**src/rtl/xnor_popcount_seq_pkg.sv**
```systemverilog
// Shared state encoding, latency limits and width helper for the XNOR-popcount
// sequencer and its in-flight tracker.
package xnor_popcount_seq_pkg;

  typedef enum logic [1:0] {
    S_IDLE  = 2'd0,
    S_FEED  = 2'd1,
    S_DRAIN = 2'd2,
    S_DONE  = 2'd3
  } seq_state_e;

  localparam int PIPE_LAT_MIN = 1;
  localparam int PIPE_LAT_MAX = 4;

  // Accumulator must hold MAX_CHUNKS full-width counts without wrapping.
  function automatic int calc_acc_w(input int cnt_w, input int max_chunks);
    return cnt_w + $clog2(max_chunks);
  endfunction

endpackage

```
**src/rtl/xnor_pop_inflight_tracker.sv**
```systemverilog
// Shift register of issue strobes that marks the cycle each datapath result
// arrives, plus an empty flag for drain detection.
module xnor_pop_inflight_tracker
  import xnor_popcount_seq_pkg::*;
#(
  parameter int PIPE_LAT = 2
) (
  input  logic clk,
  input  logic rst,
  input  logic clr,
  input  logic in_vld,
  output logic out_vld,
  output logic empty
);

  // Out-of-range latencies are pinned to the nearest supported depth.
  localparam int DEPTH = (PIPE_LAT < PIPE_LAT_MIN) ? PIPE_LAT_MIN :
                         (PIPE_LAT > PIPE_LAT_MAX) ? PIPE_LAT_MAX : PIPE_LAT;

  logic [DEPTH-1:0] sr_q;
  logic [DEPTH-1:0] sr_d;

  always_comb begin
    sr_d = '0;
    if (!clr) begin
      sr_d = DEPTH'({sr_q, in_vld});
    end
  end

  always_ff @(posedge clk or posedge rst) begin
    if (rst) begin
      sr_q <= '0;
    end else begin
      sr_q <= sr_d;
    end
  end

  assign out_vld = sr_q[DEPTH-1];
  assign empty   = ~|sr_q;

endmodule

```
**src/rtl/xnor_popcount_seq.sv**
```systemverilog
// Streams a multi-chunk binary dot product through a shared XNOR-popcount
// datapath, accumulates the match counts and thresholds the total.
module xnor_popcount_seq
  import xnor_popcount_seq_pkg::*;
#(
  parameter int CHUNK_W    = 128,
  parameter int CNT_W      = 8,
  parameter int MAX_CHUNKS = 16,
  parameter int PIPE_LAT   = 2,
  parameter int ACC_W      = calc_acc_w(CNT_W, MAX_CHUNKS)
) (
  input  logic               clk,
  input  logic               rst,
  input  logic               start,
  input  logic [4:0]         num_chunks,
  input  logic [ACC_W-1:0]   threshold,
  input  logic               abort,
  input  logic               chunk_valid,
  output logic               chunk_ready,
  input  logic [CHUNK_W-1:0] chunk_x,
  input  logic [CHUNK_W-1:0] chunk_w,
  output logic               dp_vld,
  output logic [CHUNK_W-1:0] dp_x,
  output logic [CHUNK_W-1:0] dp_w,
  input  logic [CNT_W-1:0]   dp_cnt,
  output logic               busy,
  output logic               done,
  output logic [ACC_W-1:0]   acc_out,
  output logic               act
);

  seq_state_e         state_q, state_d;
  logic [4:0]         num_q, num_d;
  logic [4:0]         issued_q, issued_d;
  logic [ACC_W-1:0]   thr_q, thr_d;
  logic [ACC_W-1:0]   acc_q, acc_d;
  logic               chunk_ready_q, chunk_ready_d;
  logic               dp_vld_q, dp_vld_d;
  logic [CHUNK_W-1:0] dp_x_q, dp_x_d;
  logic [CHUNK_W-1:0] dp_w_q, dp_w_d;
  logic               done_q, done_d;
  logic [ACC_W-1:0]   acc_out_q, acc_out_d;
  logic               act_q, act_d;

  logic               trk_clr;
  logic               trk_out;
  logic               trk_empty;
  logic               handshake;
  logic [4:0]         nc_clamped;

  xnor_pop_inflight_tracker #(
    .PIPE_LAT (PIPE_LAT)
  ) u_tracker (
    .clk     (clk),
    .rst     (rst),
    .clr     (trk_clr),
    .in_vld  (dp_vld_q),
    .out_vld (trk_out),
    .empty   (trk_empty)
  );

  assign nc_clamped = (num_chunks > 5'(MAX_CHUNKS)) ? 5'(MAX_CHUNKS) : num_chunks;
  assign handshake  = (state_q == S_FEED) && chunk_valid && chunk_ready_q && !abort;

  always_comb begin
    state_d       = state_q;
    num_d         = num_q;
    issued_d      = issued_q;
    thr_d         = thr_q;
    acc_d         = acc_q;
    chunk_ready_d = chunk_ready_q;
    dp_vld_d      = 1'b0;
    dp_x_d        = dp_x_q;
    dp_w_d        = dp_w_q;
    done_d        = 1'b0;
    acc_out_d     = acc_out_q;
    act_d         = act_q;
    trk_clr       = 1'b0;

    if (trk_out) begin
      acc_d = acc_q + ACC_W'(dp_cnt);
    end

    case (state_q)
      S_IDLE: begin
        if (start) begin
          num_d    = nc_clamped;
          thr_d    = threshold;
          acc_d    = '0;
          issued_d = '0;
          if (nc_clamped == 5'd0) begin
            state_d   = S_DONE;
            done_d    = 1'b1;
            acc_out_d = '0;
            act_d     = (threshold == '0);
          end else begin
            state_d       = S_FEED;
            chunk_ready_d = 1'b1;
          end
        end
      end
      S_FEED: begin
        if (handshake) begin
          dp_x_d   = chunk_x;
          dp_w_d   = chunk_w;
          dp_vld_d = 1'b1;
          issued_d = issued_q + 5'd1;
          if (issued_q + 5'd1 == num_q) begin
            state_d       = S_DRAIN;
            chunk_ready_d = 1'b0;
          end
        end
      end
      // The final count lands in acc_q on the edge the tracker drains empty.
      S_DRAIN: begin
        if (!dp_vld_q && trk_empty) begin
          state_d   = S_DONE;
          done_d    = 1'b1;
          acc_out_d = acc_q;
          act_d     = (acc_q >= thr_q);
        end
      end
      S_DONE: begin
        state_d = S_IDLE;
      end
      default: begin
        state_d = S_IDLE;
      end
    endcase

    if (abort && (state_q != S_IDLE)) begin
      state_d       = S_IDLE;
      chunk_ready_d = 1'b0;
      dp_vld_d      = 1'b0;
      acc_d         = '0;
      issued_d      = '0;
      done_d        = 1'b0;
      acc_out_d     = acc_out_q;
      act_d         = act_q;
      trk_clr       = 1'b1;
    end
  end

  always_ff @(posedge clk or posedge rst) begin
    if (rst) begin
      state_q       <= S_IDLE;
      num_q         <= '0;
      issued_q      <= '0;
      thr_q         <= '0;
      acc_q         <= '0;
      chunk_ready_q <= 1'b0;
      dp_vld_q      <= 1'b0;
      dp_x_q        <= '0;
      dp_w_q        <= '0;
      done_q        <= 1'b0;
      acc_out_q     <= '0;
      act_q         <= 1'b0;
    end else begin
      state_q       <= state_d;
      num_q         <= num_d;
      issued_q      <= issued_d;
      thr_q         <= thr_d;
      acc_q         <= acc_d;
      chunk_ready_q <= chunk_ready_d;
      dp_vld_q      <= dp_vld_d;
      dp_x_q        <= dp_x_d;
      dp_w_q        <= dp_w_d;
      done_q        <= done_d;
      acc_out_q     <= acc_out_d;
      act_q         <= act_d;
    end
  end

  assign chunk_ready = chunk_ready_q;
  assign dp_vld      = dp_vld_q;
  assign dp_x        = dp_x_q;
  assign dp_w        = dp_w_q;
  assign done        = done_q;
  assign acc_out     = acc_out_q;
  assign act         = act_q;
  assign busy        = (state_q != S_IDLE);

endmodule

```
**config.mk**
```make
export PLATFORM = sky130hd
export DESIGN_NAME = xnor_popcount_seq
export DESIGN_NICKNAME = d
export VERILOG_FILES = /design/src/rtl/xnor_popcount_seq_pkg.sv /design/src/rtl/xnor_pop_inflight_tracker.sv /design/src/rtl/xnor_popcount_seq.sv
export SDC_FILE = /design/constraint.sdc
export NUM_CORES = 1
export LEC_CHECK = 0
export BUFFER_PORTS_ARGS = -buffer_cell sky130_fd_sc_hd__buf_2
export CORE_MARGIN = 10
export CORE_UTILIZATION = 30
export DETAILED_ROUTE_END_ITERATION = 16
export HOLD_SLACK_MARGIN = 0.1
export PLACE_DENSITY_LB_ADDON = 0.05
export SLEW_MARGIN = 20
export SYNTH_ARGS = -nofsm -noshare
export SYNTH_HDL_FRONTEND = slang
export SYNTH_SLANG_ARGS = --single-unit
```
**constraint.sdc**
```tcl
create_clock -name clk -period 8.9 [get_ports clk]
set_clock_uncertainty 0.2 [all_clocks]
set_input_delay 0 -clock clk [delete_from_list [all_inputs] [get_ports clk]]
set_output_delay 0 -clock clk [all_outputs]
set_load 0.03 [all_outputs]
```
==> qor.yml, run 1 <==
synth_seq_cells: 310
synthesis.area_um2: 12800
yosysMostFrequentCell: "sky130_fd_sc_hd__nand2_1"
die_height_um: 226
buffer_ports.inserted: 558
syn_avg_cell_area_um2: 9.01
dieWidth_um: 226
synth-seq-area-share_pct: 60.7
synth_enable_flop_cells: 0
post_cts.repair.setup_buffers: 0
synth.lib_cells_used.distinct: 58
place_hpwl_um: 37000
cts-root-to-sink-buffers: 3
post_cts_resized: 0
clock_tree.root_cell: "sky130_fd_sc_hd__clkbuf_16"
yosysWarningCount: 0
leading_post_synthesis_cells_by_instance_count: "sky130_fd_sc_hd__nand2_1, sky130_fd_sc_hd__dfrtp_1, sky130_fd_sc_hd__clkbuf_1, sky130_fd_sc_hd__ha_1, sky130_fd_sc_hd__o21ai_0"
synth_fp_nets: 1728
synthCells: 1417
start_util_pct: 30.4
gpl.final_weighted_congestion: 0.803
numClockSinks: 310
synth_area_leader_cell: "sky130_fd_sc_hd__dfrtp_1"
core.rowCount: 75
haltStage: "clock tree synthesis (4_1_cts)"
cts_made_buffers: 39
flow.first_error: "[ERROR RSZ-0060] Max buffer count reached."
cts_hold_buffers: 507
h_tree_levels: 2
synth_top_area_share_pct: 60.7
synth_top_flop_cell: "sky130_fd_sc_hd__dfrtp_1"
outcome: "stopped before the end"
ys_async_sr_fraction_pct: 100
synth_area_leaders: "sky130_fd_sc_hd__dfrtp_1, sky130_fd_sc_hd__nand2_1, sky130_fd_sc_hd__ha_1"
io_pins: 559
==> stage by stage <==
stage | instance area [um^2] | setup slack (ns) | hold WS, ns | instances | utilization (%)
3_3_place_gp | 16000 | 5.27 | -0.0108 | 2452 | 38.1
3_5_place_dp | 16000 | 5.22 | -0.00726 | 2452 | 38.1
2_1_floorplan | 12800 | 0.127 | -0.0946 | 1417 | -
==> cells by family after synthesis <==
kind of cell             synth area share [%]
buffers and inverters                    2.88
XOR/XNOR                                0.862
AO/OA/AOI/OAI                            3.77
multiplexers                             1.62
AND/OR/NAND/NOR                          27.6
adder cells (fa/ha/maj)                  2.51
flip-flops                               60.7
==> inputs of run 2 (changes only) <==
--- a/config.mk
+++ b/config.mk
@@ -7,10 +7,9 @@
 export LEC_CHECK = 0
 export BUFFER_PORTS_ARGS = -buffer_cell sky130_fd_sc_hd__buf_2
 export CORE_MARGIN = 10
-export CORE_UTILIZATION = 30
+export CORE_UTILIZATION = 20
 export DETAILED_ROUTE_END_ITERATION = 16
-export HOLD_SLACK_MARGIN = 0.1
-export PLACE_DENSITY_LB_ADDON = 0.05
+export PLACE_DENSITY_LB_ADDON = 0.15
 export SLEW_MARGIN = 20
 export SYNTH_ARGS = -nofsm -noshare
 export SYNTH_HDL_FRONTEND = slang
==> constraint.sdc (replaced) <==
create_clock -name clk -period 11.6 [get_ports clk]
set_clock_uncertainty 0.2 [all_clocks]
set_input_delay 0 -clock clk [delete_from_list [all_inputs] [get_ports clk]]
set_output_delay 0 -clock clk [all_outputs]
set_load 0.03 [all_outputs]
==> run 2 against run 1 <==
- the run now ends clean
- synthesized area is the same
- synthesized cell count is the same
==> qor.yml, run 2 <==
final_core_utilization_pct: 36.0
synth_seq_cells: 310
drt_drc_violations_left: 0
synth_fp_nets: 1728
finalSetupTns_ns: 0
clock_power_share_pct: 22.3
count_of_filler_cells_inserted_in_the_layout: 6388
max_slew_violation_total_from_the_final_report: 0
outcome: "finished, final reports clean"
numClockSinks: 310
reg2reg_setup_slack_ns: 7.95
critPathTopFamily: "simple AND/OR/NAND/NOR gates"
first_iter_violations: 673
core.rowCount: 92
max_stage_delay_ns: 0.61
final_design_area_no_fill_um2: 22800
synth_top_flop_cell: "sky130_fd_sc_hd__dfrtp_1"
gpl.final_weighted_congestion: 0.794
start_util_pct: 20.2
crit_top_cell: "sky130_fd_sc_hd__dlygate4sd3_1"
h_tree_levels: 2
first_pass_grt_wire_length_um: 82100
switching_share_pct: 44.5
post_layout_nonfiller_instances: 3334
worst_hold_path.endpoint: "dp_x[31]"
crit_path_start_kind: "flop"
synth_top_area_share_pct: 60.7
dieWidth_um: 273
drive_above_1_share_pct: 25.9
ant_nets: 0
slew_at_the_pin_closest_to_its_max_slew_limit_ns: 1.13
worst-setup-path-type: "reg -> reg"
worstHoldPathCells: 4
maxClockFrequency_mhz: 274
die_height_um: 273
crit_cells: 8
multi_input_comb_area_um2: 4650
leading_post_synthesis_cells_by_instance_count: "sky130_fd_sc_hd__nand2_1, sky130_fd_sc_hd__dfrtp_1, sky130_fd_sc_hd__clkbuf_1, sky130_fd_sc_hd__ha_1, sky130_fd_sc_hd__o21ai_0"
leakage_power_of_the_design_uw: 0.0120
buffer_ports.inserted: 558
period_utilisation_layout_pct: 31.5
synth_enable_flop_cells: 0
critical_path_arrival_ns: 3.88
period_needed_ns: 3.65
cts_made_buffers: 40
yosysWarningCount: 0
die_area_um2: 74400
maxCapViolations: 0
cell_with_the_largest_stage_delay_on_the_worst_path: "sky130_fd_sc_hd__nand2_1"
powerDensity_nw_per_um2: 235
drt_pre_antenna_iters: 4
hp-start: "chunk_x[31]"
worst-endpoint-required_ns: 11.82
globalRoute.busiestLayer: "met2"
use_met2_pct: 23.8
grt_util_all_layers_pct: 13.8
reg2regPathDepth: 8
number_of_nets_in_the_layout: 2777
layout.cells.most_common: "sky130_fd_sc_hd__nand2_1"
synthesis.area_um2: 12800
placed_cells_incl_taps: 2759
layout_common_cells: "sky130_fd_sc_hd__nand2_1, sky130_fd_sc_hd__buf_2, sky130_fd_sc_hd__dlygate4sd3_1"
syn_avg_cell_area_um2: 9.01
clock_tree.root_cell: "sky130_fd_sc_hd__clkbuf_16"
cts-root-to-sink-buffers: 3
number_of_global_route_vias_before_repair: 14600
setup_repair_after_global_routing_missed_its_margin: "no"
hold_viol_final: 0
rr_endpoint: "acc_q[5]"
core_area_um2: 63200
io_pins: 559
drt-total-wl_um: 53100
vdd.ir_drop.worst_v: 0.000122
report.final.setup_viol: 0
timing.slew.headroom_pct: 24.7
place_hpwl_um: 36100
crit-reg2reg-launch: "state_q[1]"
power.combinational.fraction_pct: 44.3
cts_tree: "done"
wl_per_cell_um: 15.9
critical_path.max_fanout: 24
synth-seq-area-share_pct: 60.7
yosysMostFrequentCell: "sky130_fd_sc_hd__nand2_1"
synth_area_leader_cell: "sky130_fd_sc_hd__dfrtp_1"
power.sequential.fraction_pct: 33.4
cts.reportedPaths.clkPinSlew_ns: 0.06
overflow: 0
area_growth_pct: 78.1
synthCells: 1417
final-seq-area_um2: 7760
endpoint_kind: "flop"
via_count: 13400
grt.met3_usage_pct: 5.34
ys_async_sr_fraction_pct: 100
netSwitchingPower_uw: 2380
timing.hold.worst.class: "in -> reg"
avgViaCountPerCell: 4.01
synth_area_leaders: "sky130_fd_sc_hd__dfrtp_1, sky130_fd_sc_hd__nand2_1, sky130_fd_sc_hd__ha_1"
crit_chain: "inv_1 > ha_1 > nand2_1 > and2_1 > nand4_1 > dlygate4sd3_1 > nand3_1 > dlygate4sd3_1"
synth.lib_cells_used.distinct: 58
grt_start_max_net_pins: 171
dpl-instance-area_um2: 16400
grt_antenna_before_repair: 5
power.internal_uw: 2970
post_cts.repair.setup_buffers: 0
critical_path.n_buffers_inverters: 3
met1_track_demand_over_resource_in_global_routing_pct: 15.2
worstSkewPairLatency_ns: 0.54
## run 2: cells by family (layout without fill, tap and decap cells)
family / count (synthesis) / count (layout) / synth area share, %
AO/OA/AOI/OAI: 72 / 72 / 3.77
adder cells (fa/ha/maj): 25 / 25 / 2.51
other: 0 / 1 / 0
buffers and inverters: 88 / 1158 / 2.88
flip-flops: 310 / 310 / 60.7
XOR/XNOR: 11 / 11 / 0.862
multiplexers: 19 / 19 / 1.62
AND/OR/NAND/NOR: 892 / 892 / 27.6
## run 2: layout make-up
class                   instances  area share (%)
repair buffers               1076            35.1
flip-flops and latches        310            34.1
multi-input cells            1019            20.4
clock buffers                  56            4.93
well taps                     846            4.65
clock inverters                 7           0.412
inverters                      19           0.379
diodes                          1          0.0110
## run 2: worst min-delay path: cells and delay by family
family	cells	cell delay, ns
buffers and inverters	2	0.65
AND/OR/NAND/NOR	2	0.08
## run 2: metrics by stage
stage / power, uW / hold slack (ns) / setup WS [ns]
after global routing: 5710 / 0.0121 / 7.64
after global placement: 4030 / -0.0103 / 8.38
after floorplan: 3240 / -0.0946 / 2.83
after CTS: 5430 / 0.000422 / 7.92
final: 5340 / 0.0265 / 7.95
after detailed placement: 4060 / -0.00805 / 8.35
## run 2: how the worst max path moves through the flow
stage / startpoint / end / slack [ns]
finish: state_q[1] / acc_q[5] / 7.95
global route: state_q[0] / acc_q[5] / 7.64
CTS: state_q[1] / acc_q[5] / 7.92
detailed placement: state_q[1] / dp_x[115] / 8.35
global placement: state_q[1] / dp_x[34] / 8.38
floorplan: rst / acc_out[0] / 2.83
## run 2: timing repair
item | 4_1_cts | 5_1_grt
hold buffers | 511 | 0
resized for setup | 0 | 0
endpoints found under the hold margin | 392 | 0
## run 2: power by group through the flow
| stage | registers (uW) | clock network, uW | logic (uW) |
|---|---|---|---|
| 2_1_floorplan | 2610 | 0 | 632 |
| 3_3_place_gp | 1780 | 0 | 2250 |
| 3_5_place_dp | 1790 | 0 | 2270 |
| 4_1_cts | 1790 | 1240 | 2410 |
| 5_1_grt | 1850 | 1290 | 2580 |
| 6_report | 1780 | 1190 | 2370 |
## run 2: routing by layer
| metal | routed length (um) | share of wire, % |
|---|---|---|
| met1 | 20700 | 39 |
| met2 | 26000 | 49 |
| met3 | 4550 | 8.6 |
| met4 | 1770 | 3.3 |
| met5 | 47 | 0.089 |
Power figures use the tool's default switching activity.
